==> src/rtl/memu_hs_pkg.sv <==
// Shared definitions for the memu_hs load/store unit: FSM states, funct3 decoding
// and address region decode.
package memu_hs_pkg;

  typedef enum logic [1:0] {IDLE, BEAT0, BEAT1, RESP} state_e;

  typedef enum logic [1:0] {REG_NONE, REG_MEM, REG_DEV} region_e;

  localparam logic [2:0] F3_B  = 3'b000;
  localparam logic [2:0] F3_H  = 3'b001;
  localparam logic [2:0] F3_W  = 3'b010;
  localparam logic [2:0] F3_D  = 3'b011;
  localparam logic [2:0] F3_BU = 3'b100;
  localparam logic [2:0] F3_HU = 3'b101;
  localparam logic [2:0] F3_WU = 3'b110;

  function automatic logic [3:0] size_bytes(input logic [2:0] funct3);
    case (funct3[1:0])
      2'b00:   return 4'd1;
      2'b01:   return 4'd2;
      2'b10:   return 4'd4;
      default: return 4'd8;
    endcase
  endfunction

  function automatic logic [7:0] byte_mask(input logic [2:0] funct3);
    case (funct3[1:0])
      2'b00:   return 8'h01;
      2'b01:   return 8'h03;
      2'b10:   return 8'h0F;
      default: return 8'hFF;
    endcase
  endfunction

  // Stores have no unsigned variants; loads have no 64-bit unsigned variant.
  function automatic logic f3_valid(input logic wen, input logic [2:0] funct3);
    return wen ? !funct3[2] : (funct3 != 3'b111);
  endfunction

  function automatic logic crosses(input logic [2:0] offset, input logic [2:0] funct3);
    return ({1'b0, offset} + size_bytes(funct3)) > 4'd8;
  endfunction

  function automatic region_e decode_region(input logic [63:0] addr,
                                            input logic [63:0] mem_base,
                                            input logic [63:0] mem_mask,
                                            input logic [63:0] dev_base,
                                            input logic [63:0] dev_mask);
    if ((addr & ~mem_mask) == mem_base)      return REG_MEM;
    else if ((addr & ~dev_mask) == dev_base) return REG_DEV;
    else                                     return REG_NONE;
  endfunction

endpackage

==> src/rtl/memu_hs_lane.sv <==
// Byte-lane positioning and load extension over a two-beat (128-bit) window;
// the low 64 bits belong to beat 0 and the high 64 bits to beat 1.
module memu_lane
  import memu_hs_pkg::*;
(
  input  logic [2:0]   offset,
  input  logic [2:0]   funct3,
  input  logic [63:0]  wdata,
  input  logic [127:0] rdata,
  output logic [15:0]  wstrb,
  output logic [127:0] wdata_pos,
  output logic [63:0]  result
);

  logic [6:0]  shamt;
  logic [63:0] shifted;

  always_comb begin
    shamt     = {1'b0, offset, 3'b000};
    wstrb     = {8'h00, byte_mask(funct3)} << offset;
    wdata_pos = {64'h0, wdata} << shamt;
    shifted   = 64'(rdata >> shamt);
    case (funct3)
      F3_B:    result = {{56{shifted[7]}},  shifted[7:0]};
      F3_H:    result = {{48{shifted[15]}}, shifted[15:0]};
      F3_W:    result = {{32{shifted[31]}}, shifted[31:0]};
      F3_D:    result = shifted;
      F3_BU:   result = {56'h0, shifted[7:0]};
      F3_HU:   result = {48'h0, shifted[15:0]};
      F3_WU:   result = {32'h0, shifted[31:0]};
      default: result = '0;
    endcase
  end

endmodule

==> src/rtl/memu_hs.sv <==
// Single-outstanding load/store unit routing requests to a memory or device port,
// splitting 8-byte-boundary crossings into two beats, with per-beat timeout.
module memu_hs
  import memu_hs_pkg::*;
#(
  parameter int          ADDR_W   = 64,
  parameter logic [63:0] MEM_BASE = 64'h8000_0000,
  parameter logic [63:0] MEM_MASK = 64'h0FFF_FFFF,
  parameter logic [63:0] DEV_BASE = 64'h2000_0000,
  parameter logic [63:0] DEV_MASK = 64'h0000_0FFF,
  parameter int          TIMEOUT  = 255
) (
  input  logic              clk,
  input  logic              rst,
  input  logic              req_valid,
  output logic              req_ready,
  input  logic [ADDR_W-1:0] req_addr,
  input  logic              req_wen,
  input  logic [2:0]        req_funct3,
  input  logic [63:0]       req_wdata,
  output logic              resp_valid,
  input  logic              resp_ready,
  output logic [63:0]       resp_rdata,
  output logic              resp_err,
  output logic              mem_valid,
  input  logic              mem_ready,
  output logic [ADDR_W-1:0] mem_addr,
  output logic              mem_wen,
  output logic [7:0]        mem_wstrb,
  output logic [63:0]       mem_wdata,
  input  logic [63:0]       mem_rdata,
  output logic              dev_valid,
  input  logic              dev_ready,
  output logic [ADDR_W-1:0] dev_addr,
  output logic              dev_wen,
  output logic [7:0]        dev_wstrb,
  output logic [63:0]       dev_wdata,
  input  logic [63:0]       dev_rdata
);

  state_e            state, state_nxt;
  region_e           region_q, req_region;
  logic [ADDR_W-1:0] addr_q, beat_addr;
  logic              wen_q;
  logic [2:0]        funct3_q;
  logic [63:0]       wdata_q, beat0_q, rdata_q;
  logic              err_q;
  logic [15:0]       wait_cnt;
  logic              accept_ok, ds_valid, ds_ready, timed_out;
  logic [63:0]       ds_rdata;
  logic [15:0]       lane_wstrb;
  logic [127:0]      lane_wdata, lane_rdata;
  logic [63:0]       lane_result;

  memu_lane u_lane (
    .offset    (addr_q[2:0]),
    .funct3    (funct3_q),
    .wdata     (wdata_q),
    .rdata     (lane_rdata),
    .wstrb     (lane_wstrb),
    .wdata_pos (lane_wdata),
    .result    (lane_result)
  );

  // Device accesses that straddle a beat boundary are refused up front.
  always_comb begin
    req_region = decode_region(64'(req_addr), MEM_BASE, MEM_MASK, DEV_BASE, DEV_MASK);
    accept_ok  = f3_valid(req_wen, req_funct3) && (req_region != REG_NONE) &&
                 !((req_region == REG_DEV) && crosses(req_addr[2:0], req_funct3));
    ds_ready   = (region_q == REG_MEM) ? mem_ready : dev_ready;
    ds_rdata   = (region_q == REG_MEM) ? mem_rdata : dev_rdata;
    beat_addr  = {addr_q[ADDR_W-1:3], 3'b000} +
                 ((state == BEAT1) ? {{(ADDR_W-4){1'b0}}, 4'd8} : '0);
    lane_rdata = (state == BEAT1) ? {ds_rdata, beat0_q} : {64'h0, ds_rdata};
    timed_out  = !ds_ready && (wait_cnt == 16'(TIMEOUT - 1));
  end

  always_comb begin
    state_nxt  = state;
    req_ready  = 1'b0;
    resp_valid = 1'b0;
    ds_valid   = 1'b0;
    case (state)
      IDLE: begin
        req_ready = 1'b1;
        if (req_valid) state_nxt = accept_ok ? BEAT0 : RESP;
      end
      BEAT0: begin
        ds_valid = 1'b1;
        if (ds_ready)       state_nxt = crosses(addr_q[2:0], funct3_q) ? BEAT1 : RESP;
        else if (timed_out) state_nxt = RESP;
      end
      BEAT1: begin
        ds_valid = 1'b1;
        if (ds_ready || timed_out) state_nxt = RESP;
      end
      RESP: begin
        resp_valid = 1'b1;
        if (resp_ready) state_nxt = IDLE;
      end
      default: state_nxt = IDLE;
    endcase
  end

  always_comb begin
    mem_valid = ds_valid && (region_q == REG_MEM);
    dev_valid = ds_valid && (region_q == REG_DEV);
    mem_addr  = beat_addr;
    dev_addr  = beat_addr;
    mem_wen   = wen_q;
    dev_wen   = wen_q;
    mem_wstrb = (state == BEAT1) ? lane_wstrb[15:8]   : lane_wstrb[7:0];
    mem_wdata = (state == BEAT1) ? lane_wdata[127:64] : lane_wdata[63:0];
    dev_wstrb = mem_wstrb;
    dev_wdata = mem_wdata;
    resp_rdata = rdata_q;
    resp_err   = err_q;
  end

  // Response data is written only on the final successful beat, so stores,
  // refused requests and timeouts all return zero.
  always_ff @(posedge clk) begin
    if (rst) begin
      state    <= IDLE;
      region_q <= REG_NONE;
      addr_q   <= '0;
      wen_q    <= 1'b0;
      funct3_q <= '0;
      wdata_q  <= '0;
      beat0_q  <= '0;
      rdata_q  <= '0;
      err_q    <= 1'b0;
      wait_cnt <= '0;
    end else begin
      state <= state_nxt;
      case (state)
        IDLE: if (req_valid) begin
          region_q <= req_region;
          addr_q   <= req_addr;
          wen_q    <= req_wen;
          funct3_q <= req_funct3;
          wdata_q  <= req_wdata;
          beat0_q  <= '0;
          rdata_q  <= '0;
          err_q    <= !accept_ok;
          wait_cnt <= '0;
        end
        BEAT0, BEAT1: begin
          if (ds_ready) begin
            wait_cnt <= '0;
            if (state == BEAT0) beat0_q <= ds_rdata;
            if (state_nxt == RESP) rdata_q <= wen_q ? 64'h0 : lane_result;
          end else begin
            wait_cnt <= wait_cnt + 16'd1;
            if (timed_out) err_q <= 1'b1;
          end
        end
        default: ;
      endcase
    end
  end

endmodule
==> config.mk <==
export PLATFORM = sky130hd
export DESIGN_NAME = memu_hs
export DESIGN_NICKNAME = d
export VERILOG_FILES = /design/src/rtl/memu_hs_pkg.sv /design/src/rtl/memu_hs_lane.sv /design/src/rtl/memu_hs.sv
export SDC_FILE = /design/constraint.sdc
export NUM_CORES = 1
export LEC_CHECK = 0
export CAP_MARGIN = 5
export CORE_AREA = 2 2 235 237
export DETAILED_ROUTE_END_ITERATION = 12
export DIE_AREA = 0 0 237 239
export GPL_TIMING_DRIVEN = 0
export PLACE_DENSITY = 0.67
export SLEW_MARGIN = 20
export SYNTH_ARGS = -nofsm -noshare
export SYNTH_HDL_FRONTEND = slang
export SYNTH_SLANG_ARGS = --single-unit
==> constraint.sdc <==
create_clock -name clk -period 4.48 [get_ports clk]
set_input_delay 0.448 -clock clk [delete_from_list [all_inputs] [get_ports clk]]
set_output_delay 0.448 -clock clk [all_outputs]
set_load 0.05 [all_outputs]
==> results <==
[Yosys cell counts, drive strengths merged (13+ instances only)]
cell / number / area, um2
nand2b: 27 / 169
o211ai: 14 / 110
nor4: 14 / 103
nand3: 116 / 581
xnor2: 43 / 377
a21oi: 278 / 1400
a32oi: 17 / 156
nand2: 498 / 1870
and2: 13 / 81.3
a22o: 67 / 587
o2bb2ai: 28 / 245
dfxtp: 281 / 5630
clkbuf: 137 / 514
nor2: 196 / 736
o21ai: 107 / 536
inv: 40 / 150
mux2i: 102 / 1020
mux2: 83 / 953
nand4: 14 / 87.6
nor2b: 15 / 93.8
a22oi: 44 / 330
o22ai: 73 / 457
mux4: 45 / 1010
a211oi: 25 / 188
buf: 232 / 1530
nor3: 21 / 105
xor2: 27 / 236
ha: 15 / 188
[report_power, final]
part | switching, uW | internal, uW
Sequential | 549 | 2970
Clock | 1190 | 1690
Combinational | 8220 | 3560
Total | 9960 | 8210
[critical path, delay by kind of cell (launching register included)]
kind	cells	cell delay, ps
mux	1	170
buf+inv	7	2350
simple gates	2	230
flops	1	340
compound gates	1	350
[layout make-up]
cell class | count | area share, %
Antenna cell | 4 | 0.0342
Buffer | 360 | 7.41
Clock buffer | 43 | 3.23
Clock inverter | 16 | 0.688
Inverter | 41 | 0.543
Multi-Input combinational cell | 2039 | 45.6
Sequential cell | 281 | 19.2
Tap cell | 704 | 3.01
Timing Repair Buffer | 613 | 20.3
[final timing paths]
| path | startpoint | to | slack (ps) | cells after the start |
|---|---|---|---|---|
| min | req_addr[7] | addr_q[7]$_SDFFE_PP0P_ | 430 | 3 |
| min reg2reg | beat0_q[46]$_SDFFE_PP0P_ | beat0_q[46]$_SDFFE_PP0P_ | 450 | 2 |
| max | addr_q[0]$_SDFFE_PP0P_ | dev_wdata[59] | 3 | 11 |
| max reg2reg | funct3_q[0]$_SDFFE_PP0P_ | resp_rdata[39]$_SDFFE_PP0P_ | 40 | 12 |
[kinds of logic after synthesis]
family | synth area share [%]
simple gates | 20.6
compound gates | 23.2
buf+inv | 10.6
flops | 27.1
mux | 14.4
xor+xnor | 2.95
fa+ha+maj | 1.10
other cells | 0.0181
[per-stage QoR]
stage / std cells / instance area (um2) / power (uW) / util (%) / worst slack [ps]
global route: 4100 / 29300 / 18600 / 53.9 / -38.9
floorplan: 2730 / 20800 / 10500 / - / 129
detailed placement: 4036 / 27700 / 14900 / 51.0 / -1310
global placement: 4036 / 27700 / 14900 / 51.0 / -1250
CTS: 4097 / 29200 / 17800 / 53.8 / 1.08
finish: 4101 / 29300 / 18200 / 53.9 / 2.84
[repair_timing]
action,CTS,global route
buffers inserted,8,3
pin swaps,7,5
hold buffers,0,0
setup endpoints to repair,226,178
cloned,0,0
resized for setup,609,110
[per-layer routing]
layer | global-route usage, % | vias up | share of wire [%]
li1 | - | 10900 | -
met1 | 53.1 | 12300 | 40
met2 | 64.1 | 1977 | 43
met3 | 10.3 | 401 | 11
met4 | 19.5 | 16 | 5.5
met5 | 0 | - | 0.091
[registers in the layout, summed over array words and instances (netlist names)]
register    count
resp_err        1
wait_cnt       16
state           2
beat0_q        64
region_q        2
addr_q         64
wdata_q        64
dev_wen         1
funct3_q        3
resp_rdata     64
==> out/summary.md <==
- 0 — number of synthesis warnings
- 4480 ps — shortest clock period the worst path allows after layout
- 570 ps — biggest cell delay along the critical path
- 24400 — vias in the first global route
- 7.62 um2 — post-synthesis area per instance
- sky130_fd_sc_hd__dfxtp_1 — most used flip-flop cell after synthesis
- 18.7 ps — clock skew after layout
- 54300 um2 — core area
- 60 ps — Clock transition at path regs
- 27.1% — sequential area share after synthesis
- 34 — TritonCTS Buffers
- 0 — drt drc
- sky130_fd_sc_hd__clkbuf_16 — root buffer cell
- sky130_fd_sc_hd__nand2_1 — commonest non-fill, non-tap cell in the layout
- sky130_fd_sc_hd__nand2_1 (493), sky130_fd_sc_hd__clkdlybuf4s50_1 (389), sky130_fd_sc_hd__dfxtp_1 (279) — commonest cells after routing, fill and taps aside
- 0 — count of maximum capacitance violations
- 10.1% — max-slew headroom at the worst pin
- 10 — Critical Path Fanout Max
- 239 um — Chip Height
- 0 — Finish-stage setup viols
- register to output pin — kind of critical path
- 621 nW/um2 — Pwr Density
- 281 — flops & latches, synth
- 0 — global route overflow
- 0 — count of final hold-check violations
- 3493 — Initial DRC Count
- 29.5 um — wire per inst
- 56600 um2 — Die Footprint
- 6.24 — drt via density
- 355 uV — worst-case vdd ir drop
- 2 — Clock H-tree levels
- 223 MHz — top achievable clock speed
- 13300 um2 — area taken by multi-input logic gates
- 6 — drt pass-1 iters
- buf_2, buf_4, buf_4, clkbuf_2, buf_4, buf_2, nor2_1, a21oi_1, mux2i_1, nor2_1, dlygate4sd2_1 — critical path cell sequence
- register — CP startpoint kind
- 170000 um — wire length of the first global-routing pass
- input pin to register — type of the tightest min-delay check
- 98200 um — Final HPWL DP
- 0 — Pins Over Slew Limit
- 432 ps — Hold Slack
- 20800 um2 — cell area after synthesis
- 0.0117 uW — Leak
- 237 um — Die Width
- 86 — FP Rows
- 3653 — Final #Nets
- 609 — number of placed I/O pins
- 38.2% — effective utilization at floorplan
- sky130_fd_sc_hd__dlygate4sd2_1 — cell with the largest stage delay on the worst path
- 560 ps — worst-skew pair later-pin latency
- true — RSZ-0062 raised after global routing
- 5630 um2 — sequential cell area
- 1.09 — routability-driven placement congestion ratio
- 602 — count of buffers from port buffering
- 1330 ps — actual slew at the worst max-slew pin
- 12 — antenna violations before repair
- done — TritonCTS clock tree
- 81 — count of different cell masters after synthesis
- 281 — clock sink count
- 5268 — number of filler cells placed in the layout
- 25600 — number of vias in the routed layout
- 99.9% — final cycle utilization of the critical path
- 4030 ps — CP Data Required Time
- 121000 um — overall routed net length
- 20 — pin count of the biggest net entering global routing
- 0% — Async SR Flop Fraction
- 4030 ps — Worst Path Arrival
- 41.0% — area delta synth->final
- 0 ps — Total Negative Setup Slacks
- sky130_fd_sc_hd__buf_4 — cell repeated most along the worst path
- 18.9% — share of cells above drive strength 1
- completed — status
- 3 — number of buffers on the longest clock path
- 0 — number of enable flip-flop cells after synthesis
- 0 — number of antenna-violating nets in the routed design
- output pin — crit end category
- 41.1% — GRT Resource Usage Total
- 2725 — number of instances in the synthesized netlist
(Power assumes the default switching activity.)
